==> src/rtl/alu_op_sequencer_if.sv <==
// Request, ALU-side and response signals of the ALU operation sequencer.
// slave is the sequencer's view; master is the client/ALU environment's view.
interface alu_op_sequencer_if;
  logic       req_valid;
  logic       req_ready;
  logic [3:0] req_op;
  logic [7:0] req_x;
  logic [7:0] req_y;

  logic [7:0] alu_x;
  logic [7:0] alu_y;
  logic [3:0] alu_cntrl;
  logic [7:0] alu_out;
  logic       alu_carry;

  logic       rsp_valid;
  logic       rsp_ready;
  logic [7:0] rsp_data;
  logic       rsp_carry;
  logic [3:0] rsp_op;

  modport slave (
    input  req_valid, req_op, req_x, req_y, alu_out, alu_carry, rsp_ready,
    output req_ready, alu_x, alu_y, alu_cntrl, rsp_valid, rsp_data, rsp_carry, rsp_op
  );

  modport master (
    output req_valid, req_op, req_x, req_y, alu_out, alu_carry, rsp_ready,
    input  req_ready, alu_x, alu_y, alu_cntrl, rsp_valid, rsp_data, rsp_carry, rsp_op
  );
endinterface

==> src/rtl/alu_op_sequencer.sv <==
// Queues ALU requests, holds operands on the ALU for SETTLE_CYC cycles,
// then returns the captured result in request order.
module alu_op_sequencer #(
  parameter int unsigned DEPTH      = 4,
  parameter int unsigned SETTLE_CYC = 1
) (
  input  logic                   clk,
  input  logic                   rst_n,
  alu_op_sequencer_if.slave      bus,
  output logic [$clog2(DEPTH):0] count,
  output logic                   busy
);

  localparam int unsigned AW = $clog2(DEPTH);
  localparam int unsigned SW = (SETTLE_CYC > 1) ? $clog2(SETTLE_CYC) : 1;
  localparam logic [SW-1:0] SETTLE_LOAD = SW'(SETTLE_CYC - 1);
  localparam logic [AW:0]   FULL_LEVEL  = (AW + 1)'(DEPTH);

  typedef enum logic [1:0] {IDLE, SETTLE, RESP} state_e;

  typedef struct packed {
    logic [3:0] op;
    logic [7:0] x;
    logic [7:0] y;
  } entry_t;

  entry_t        mem_q [DEPTH];

  state_e        state_q,     state_d;
  logic [SW-1:0] cnt_q,       cnt_d;
  logic [AW-1:0] wr_ptr_q,    wr_ptr_d;
  logic [AW-1:0] rd_ptr_q,    rd_ptr_d;
  logic [AW:0]   count_q,     count_d;
  logic [7:0]    alu_x_q,     alu_x_d;
  logic [7:0]    alu_y_q,     alu_y_d;
  logic [3:0]    alu_cntrl_q, alu_cntrl_d;
  logic [3:0]    op_q,        op_d;
  logic          rsp_valid_q, rsp_valid_d;
  logic [7:0]    rsp_data_q,  rsp_data_d;
  logic          rsp_carry_q, rsp_carry_d;
  logic [3:0]    rsp_op_q,    rsp_op_d;

  logic   full;
  logic   push;
  logic   pop;
  entry_t head;

  always_comb begin
    full        = (count_q == FULL_LEVEL);
    push        = bus.req_valid && !full;
    head        = mem_q[rd_ptr_q];
    pop         = 1'b0;

    state_d     = state_q;
    cnt_d       = cnt_q;
    alu_x_d     = alu_x_q;
    alu_y_d     = alu_y_q;
    alu_cntrl_d = alu_cntrl_q;
    op_d        = op_q;
    rsp_valid_d = rsp_valid_q;
    rsp_data_d  = rsp_data_q;
    rsp_carry_d = rsp_carry_q;
    rsp_op_d    = rsp_op_q;

    case (state_q)
      IDLE: begin
        if (count_q != '0) begin
          pop     = 1'b1;
          state_d = SETTLE;
        end
      end
      SETTLE: begin
        if (cnt_q != '0) begin
          cnt_d = cnt_q - 1'b1;
        end else begin
          rsp_data_d  = bus.alu_out;
          rsp_carry_d = bus.alu_carry;
          rsp_op_d    = op_q;
          rsp_valid_d = 1'b1;
          state_d     = RESP;
        end
      end
      RESP: begin
        // Next entry issues on the same edge the response is taken.
        if (bus.rsp_ready) begin
          rsp_valid_d = 1'b0;
          if (count_q != '0) begin
            pop     = 1'b1;
            state_d = SETTLE;
          end else begin
            state_d = IDLE;
          end
        end
      end
      default: state_d = IDLE;
    endcase

    if (pop) begin
      alu_x_d     = head.x;
      alu_y_d     = head.y;
      alu_cntrl_d = head.op;
      op_d        = head.op;
      cnt_d       = SETTLE_LOAD;
    end

    wr_ptr_d = push ? wr_ptr_q + 1'b1 : wr_ptr_q;
    rd_ptr_d = pop  ? rd_ptr_q + 1'b1 : rd_ptr_q;
    case ({push, pop})
      2'b10:   count_d = count_q + 1'b1;
      2'b01:   count_d = count_q - 1'b1;
      default: count_d = count_q;
    endcase
  end

  always_ff @(posedge clk) begin
    if (push) begin
      mem_q[wr_ptr_q] <= '{op: bus.req_op, x: bus.req_x, y: bus.req_y};
    end
  end

  always_ff @(posedge clk or negedge rst_n) begin
    if (!rst_n) begin
      state_q     <= IDLE;
      cnt_q       <= '0;
      wr_ptr_q    <= '0;
      rd_ptr_q    <= '0;
      count_q     <= '0;
      alu_x_q     <= '0;
      alu_y_q     <= '0;
      alu_cntrl_q <= '0;
      op_q        <= '0;
      rsp_valid_q <= 1'b0;
      rsp_data_q  <= '0;
      rsp_carry_q <= 1'b0;
      rsp_op_q    <= '0;
    end else begin
      state_q     <= state_d;
      cnt_q       <= cnt_d;
      wr_ptr_q    <= wr_ptr_d;
      rd_ptr_q    <= rd_ptr_d;
      count_q     <= count_d;
      alu_x_q     <= alu_x_d;
      alu_y_q     <= alu_y_d;
      alu_cntrl_q <= alu_cntrl_d;
      op_q        <= op_d;
      rsp_valid_q <= rsp_valid_d;
      rsp_data_q  <= rsp_data_d;
      rsp_carry_q <= rsp_carry_d;
      rsp_op_q    <= rsp_op_d;
    end
  end

  assign bus.req_ready = !full;
  assign bus.alu_x     = alu_x_q;
  assign bus.alu_y     = alu_y_q;
  assign bus.alu_cntrl = alu_cntrl_q;
  assign bus.rsp_valid = rsp_valid_q;
  assign bus.rsp_data  = rsp_data_q;
  assign bus.rsp_carry = rsp_carry_q;
  assign bus.rsp_op    = rsp_op_q;
  assign count         = count_q;
  assign busy          = (state_q != IDLE) || (count_q != '0);

endmodule
==> src/flat_wrapper.sv <==
// flat-port wrapper written by rule: the top's interface ports become plain ports
module alu_op_sequencer_flat 
#(
  parameter int unsigned DEPTH      = 4,
  parameter int unsigned SETTLE_CYC = 1
)
  (clk, rst_n, count, busy, bus_req_valid, bus_req_op, bus_req_x, bus_req_y, bus_alu_out, bus_alu_carry, bus_rsp_ready, bus_req_ready, bus_alu_x, bus_alu_y, bus_alu_cntrl, bus_rsp_valid, bus_rsp_data, bus_rsp_carry, bus_rsp_op);
  alu_op_sequencer_if bus_i ();
  input  logic clk;
  input  logic rst_n;
  output logic [$clog2(DEPTH):0] count;
  output logic busy;
  input wire logic [$bits(bus_i.req_valid)-1:0] bus_req_valid;
  input wire logic [$bits(bus_i.req_op)-1:0] bus_req_op;
  input wire logic [$bits(bus_i.req_x)-1:0] bus_req_x;
  input wire logic [$bits(bus_i.req_y)-1:0] bus_req_y;
  input wire logic [$bits(bus_i.alu_out)-1:0] bus_alu_out;
  input wire logic [$bits(bus_i.alu_carry)-1:0] bus_alu_carry;
  input wire logic [$bits(bus_i.rsp_ready)-1:0] bus_rsp_ready;
  output wire logic [$bits(bus_i.req_ready)-1:0] bus_req_ready;
  output wire logic [$bits(bus_i.alu_x)-1:0] bus_alu_x;
  output wire logic [$bits(bus_i.alu_y)-1:0] bus_alu_y;
  output wire logic [$bits(bus_i.alu_cntrl)-1:0] bus_alu_cntrl;
  output wire logic [$bits(bus_i.rsp_valid)-1:0] bus_rsp_valid;
  output wire logic [$bits(bus_i.rsp_data)-1:0] bus_rsp_data;
  output wire logic [$bits(bus_i.rsp_carry)-1:0] bus_rsp_carry;
  output wire logic [$bits(bus_i.rsp_op)-1:0] bus_rsp_op;
  assign bus_i.req_valid = bus_req_valid;
  assign bus_i.req_op = bus_req_op;
  assign bus_i.req_x = bus_req_x;
  assign bus_i.req_y = bus_req_y;
  assign bus_i.alu_out = bus_alu_out;
  assign bus_i.alu_carry = bus_alu_carry;
  assign bus_i.rsp_ready = bus_rsp_ready;
  assign bus_req_ready = bus_i.req_ready;
  assign bus_alu_x = bus_i.alu_x;
  assign bus_alu_y = bus_i.alu_y;
  assign bus_alu_cntrl = bus_i.alu_cntrl;
  assign bus_rsp_valid = bus_i.rsp_valid;
  assign bus_rsp_data = bus_i.rsp_data;
  assign bus_rsp_carry = bus_i.rsp_carry;
  assign bus_rsp_op = bus_i.rsp_op;
  alu_op_sequencer #(.DEPTH(DEPTH), .SETTLE_CYC(SETTLE_CYC)) u_core (.clk(clk), .rst_n(rst_n), .bus(bus_i), .count(count), .busy(busy));
endmodule
==> config.mk <==
export PLATFORM = sky130hd
export DESIGN_NAME = alu_op_sequencer_flat
export DESIGN_NICKNAME = d
export VERILOG_FILES = /design/src/rtl/alu_op_sequencer_if.sv /design/src/rtl/alu_op_sequencer.sv /design/src/flat_wrapper.sv
export SDC_FILE = /design/constraint.sdc
export NUM_CORES = 1
export LEC_CHECK = 0
export CAP_MARGIN = 25
export CORE_UTILIZATION = 48
export CTS_BUF_LIST = sky130_fd_sc_hd__clkbuf_8 sky130_fd_sc_hd__clkbuf_16
export DETAILED_ROUTE_END_ITERATION = 16
export PLACE_DENSITY = 0.75
export SLEW_MARGIN = 5
export SYNTH_ARGS = -nofsm -noshare
export SYNTH_HDL_FRONTEND = slang
export SYNTH_SLANG_ARGS = --single-unit
==> constraint.sdc <==
create_clock -name clk -period 2.1 [get_ports clk]
set_input_delay 0.525 -clock clk [delete_from_list [all_inputs] [get_ports clk]]
set_output_delay 0.525 -clock clk [all_outputs]
set_load 0.02 [all_outputs]
# --- Word-level counts from Yosys, hierarchy flattened ---
# Memories as Yosys holds them, arrays and structs flattened. A register that Yosys moved wholly into a read port is not among the register bits.
# Cells that the tools add are included.
totals:
  register_bits: 24
  ram_bits: 80
  elab_cells: 54
  memories: 1
memory_table:
  columns: ["name", "depth", "word_bits", "rd", "rd_ports_with_merged_regs", "write_ports", "line", "source"]
  rows:
  - ["u_core.mem_q", 4, 20, 1, 1, 1, "alu_op_sequencer.sv:27", "entry_t mem_q [DEPTH];"]
classes:
  add_sub_neg: 5
  eq_ne: 8
  n_mux: 17
  bitwise: 1
  reduce_logical: 13
ops:
  columns: ["operator", "count"]
  rows:
  - ["two-way mux 1 bit", 10]
  - ["nonzero test 2 bit", 4]
  - ["two-way mux 2 bit", 3]
  - ["case mux 2 bit (3 select lines)", 1]
  - ["case mux 3 bit (2 select lines)", 1]
  - ["AND reduction 3 bit", 2]
  - ["adder 2 x 1 -> 2 bit (second input constant)", 2]
  - ["== test 2 x 1 -> 1 bit (second input constant)", 2]
  - ["== test 2 bit (second input constant)", 2]
  - ["!= test 2 bit (second input constant)", 2]
  - ["case mux 1 bit (2 select lines)", 2]
  - ["adder 3 x 1 -> 3 bit (second input constant)", 1]
  - ["== test 3 bit (second input constant)", 1]
  - ["nonzero test 3 bit", 1]
  - ["subtractor 3 x 1 -> 3 bit (second input constant)", 1]
  - ["logical NOT 1 bit", 2]
  - ["logical NOT 2 bit", 1]
  - ["!= test 2 x 1 -> 1 bit (second input constant)", 1]
  - ["AND reduction 2 bit", 1]
  - ["logical AND 1 bit", 1]
  - ["logical OR 1 bit", 1]
  - ["inverter 1 bit", 1]
  - ["subtractor 1 bit (second input constant)", 1]

# --- Longest topological paths before layout ---
depth:
  depth_word: 6
  mapped_depth: 9
  mapped_depth_nobuf: 9

# --- Least setup slack after synthesis ---
# No wires, ideal clock.
synth_path:
  kind: "register to register"
  from: "register u_core.count_q[2] (netlist: u_core.count[2])"
  to: "register u_core.count_q[2] (netlist: u_core.count[2])"
  setup_time_ps: 80
  arrival_ps: 2164
  setup_slack_ps: -144
  path_stages_with_launch: 10
  path_buffers: 0
  synth_period_minus_slack_ps: 2244
  path_cell_list: "dfrtp_1 or3b_4 and2_4 inv_1 ha_1 inv_1 fa_1 xor2_1 nor2_1 xor2_1"
synth_rtl:
  columns: ["item", "line", "source"]
  rows:
  - ["start, declared", "alu_op_sequencer.sv:33", "logic [AW:0] count_q, count_d;"]
  - ["start signal, assigned", "alu_op_sequencer.sv:141", "count_q <= count_d;"]
  - ["== test 3 bit *", "alu_op_sequencer.sv:49", "full = (count_q == FULL_LEVEL);"]
  - ["logical NOT 1 bit *", null, null]
  - ["via bus_req_ready", "flat_wrapper.sv:20", "output wire logic [$bits(bus_i.req_ready)-1:0] bus_req_ready;"]
  - ["logical AND 1 bit *", "alu_op_sequencer.sv:50", "push = bus.req_valid && !full;"]
  - ["== test 2 x 1 -> 1 bit or == test 2 bit (tied branches)", "alu_op_sequencer.sv:108", "case ({push, pop})"]
  - ["case mux 3 bit (2 select lines) or nonzero test 2 bit (tied branches)", null, null]
# The timed path passes the listed nets; every way through them passes the cells marked *.
# A chain may end at the register's enable or synchronous reset.

# --- Worst setup path in the final report ---
layout_path:
  from: "register u_core.count_q[1] (netlist: u_core.count[1])"
  to: "output port bus_req_ready"
layout_between:
  elab_chain_len: 2
layout_rtl:
  columns: ["item", "line", "source"]
  rows:
  - ["== test 3 bit", "alu_op_sequencer.sv:49", null]
  - ["logical NOT 1 bit", "alu_op_sequencer.sv:153", "assign bus.req_ready = !full;"]
  - ["end, declared", "flat_wrapper.sv:20", null]
# Every way passes these cells.

==> results.toml <==
[status]
status = "complete, no violations"

[timing]
holdWs_ns = 0.479
fmax_mhz = 486
period_share_pct = 98.0
drv_slew = 0
hold_viol_final = 0
setup_violations = 0
slew_headroom_pct = 66.9
fin_skew_ns = 0.00729
layout_min_cycle_time_ns = 2.06
rsz0062_at_grt = "true"
worst_pin_slew_ns = 0.496

[worst_setup_path]
worstPathCellList = "or3b_4, buf_6, buf_6"
path_max_fanout = 3
cp-end-kind = "output port"
critical_path.startpoint_type = "flop"
crit_family = "simple AND/OR/NAND/NOR gates"
cp_num_buf_inv = 2
crit_slowest_cell = "or3b_4"
cp.arrival_ns = 1.53
crit_path_frequent_cell = "buf_6"
slowest_delay_ns = 0.41
critPathRequiredTime_ns = 1.57
worstSetupPathType = "flop to output port"

[finish]
drive_above_1_share_pct = 34.4
fill_cells = 600
fin_nets = 369
utilization_pct = 68.5
diodes = 0
final_area_um2 = 6450
area_delta_synth_final_pct = 35.7

[synthesis]
ys_ff_latch = 123
synthMuxAreaShare_pct = 19.2
synth_edf_count = 80
mappedNetlistNets = 263
syn_avg_cell_area_um2 = 21.2
syn_area_um2 = 4750
synth_compound_area_share_pct = 0.369
synth_top_family_by_area = "multiplexers"
async_flop_share_pct = 35.0
synth-main-ff-cell = "edfxtp_1"
synth-simple-area-share_pct = 2.53
yosys_warnings = 0
yosysSeqAreaShare_pct = 73.2
syn_inst = 224
yosys.area_share.xor_xnor_pct = 1.11
synth_cell_types = 29
synth_fa_ha_area_share_pct = 1.74

[floorplanning]
rows = 35
ios = 72
dieArea_um2 = 10300
die_w_um = 102
core_um2 = 9420
initial_core_util_pct = 50.5
die_h_um = 102

[detailed_routing]
wirelength_mm = 8.65
routedWlPerCell_um = 18.3
drc = 0
vias = 2388
detail_route.vias_per_cell = 5.06
drtIter0Drc = 135
drtPass1Iterations = 4
postRouteAntennaNets = 0

[global_route]
grt_overflow = 0
grt_antenna_before_repair = 0
grt_pass1_wl_mm = 13.5
track_usage_pct = 18.5
grt_start_max_net_pins = 25
grt_pass1_vias = 2636

[pwr]
swShare_pct = 29.4
p_seq_share_pct = 34.5
p_leak_uw = 0.00248
p_int_uw = 7680
p_switching_uw = 3190
p_comb_share_pct = 37.8
peakVddDrop_v = 0.000767
pwr-share-clk_pct = 27.6
p_per_area_nw_per_um2 = 1680
total_power_uw = 10900

[clock_tree]
clkTransAtPathRegs_ns = 0.06
cts_tree = "done"
cts_buffers = 17
htreeDepth = 4
clkLatencyLatePin_ns = 0.50
clock-sinks = 123
cts_root_buffer = "clkbuf_8"
cts_buffer_depth = 2

[placed_design]
gp_congestion = 0.682
port-buffer-count = 71
dp_hpwl_mm = 5.10
placed_area_um2 = 5770

[flow_run]
drv_cap = 0

[worst_hold_path]
min_path_type = "flop to flop"
repair_timing:
item	in CTS	in global routing
hold buffers	1	0
hold endpoints to repair	19	0
endpoints found under the setup margin	4	5
gates resized for setup	11	5
pin swaps	0	3
setup buffers	0	4
worst paths after layout:
kind	startpoint	to	slack, ns	cells past startpoint
setup reg to reg	u_core.count[1]$_DFFE_PN0P_	u_core.count[2]$_DFFE_PN0P_	0.10	9
hold reg to reg	u_core.bus.rsp_data[2]$_DFFE_PN0P_	u_core.bus.rsp_data[2]$_DFFE_PN0P_	0.48	1
min in group asynchronous	rst_n	u_core.bus.rsp_data[1]$_DFFE_PN0P_	0.53	2
max in group asynchronous	rst_n	u_core.count[0]$_DFFE_PN0P_	1.05	3
setup / recovery	u_core.count[1]$_DFFE_PN0P_	bus_req_ready	0.04	3
hold / removal	u_core.bus.rsp_data[2]$_DFFE_PN0P_	u_core.bus.rsp_data[2]$_DFFE_PN0P_	0.48	1
through the flow:
| stage | std cells | setup WS (ns) | TNS (ns) |
|---|---|---|---|
| finish | 472 | 0.0415 | 0 |
| global route | 472 | -0.0252 | -0.0252 |
| CTS | 468 | -0.0285 | -0.0562 |
| detailed placement | 435 | -0.341 | -3.28 |
| global placement | 435 | -0.329 | -3.28 |
| floorplan | 224 | -0.0730 | -0.0730 |
power by group through the flow:
stage          registers, uW  logic (uW)  clock network [uW]
2_1_floorplan           4200        2120                   0
3_3_place_gp            3750        3930                   0
3_5_place_dp            3790        4030                   0
4_1_cts                 3770        4070                3050
5_1_grt                 3830        4390                3170
6_report                3750        4110                3000
synthesized netlist by cell type, types with 3 or more instances:
master     n  area [um2]
and3_1     4        25.0
ha_1       5        62.6
mux2_2    11         124
inv_1      7        26.3
buf_6      3        33.8
mux2_1     4        45.0
mux2_4    19         285
edfxtp_1  80        2400
mux4_2    20         450
xor2_1     4        35.0
dfrtp_1   43        1080
flip-flops by register name, indices dropped and copies added, names as in the netlist:
name                  count
u_core.bus.alu_x          8
u_core.bus.rsp_op         4
u_core.mem_q             80
u_core.state_q            2
u_core.bus.rsp_carry      1
u_core.count              3
u_core.bus.rsp_data       8
u_core.wr_ptr_q           2
u_core.rd_ptr_q           2
u_core.bus.alu_cntrl      4
u_core.bus.rsp_valid      1
u_core.bus.alu_y          8
cells in the final DEF, fill, tap and decap left out, drive strengths merged, types with 4 or more instances in the layout:
| cell type | netlist | routed |
|---|---|---|
| and3 | 4 | 4 |
| inv | 8 | 10 |
| ha | 5 | 5 |
| buf | 5 | 25 |
| dfrtp | 43 | 43 |
| mux4 | 20 | 20 |
| bufinv | 0 | 4 |
| xor2 | 4 | 4 |
| clkbuf | 2 | 20 |
| clkinv | 0 | 4 |
| edfxtp | 80 | 80 |
| mux2 | 34 | 34 |
| clkdlybuf4s50 | 0 | 65 |
layout make-up:
type	count	area, um2	area share (%)
flip-flops and latches	123	3480	54.0
repair buffers	94	943	14.6
multi-input cells	86	1210	18.7
well taps	129	161	2.50
clock inverters	12	170	2.64
clock buffers	20	455	7.06
inverters	8	30.0	0.466
cells by family after synthesis:
group | count (synthesis)
and+or+nand+nor | 16
muxes | 55
adders and majority gates | 6
DFF | 123
xor gates and xnor gates | 6
buffers and inverters | 15
AOI/OAI and AO/OA | 3
metal layers:
metal	vias to the layer above	track usage, %	share of wire (%)
met1	1230	21.6	41
met2	68	31.5	53
li1	1086	-	-
met5	-	0	0
met4	0	5.91	0.39
met3	4	7.32	5.6
Power figures use the tool's default switching activity.
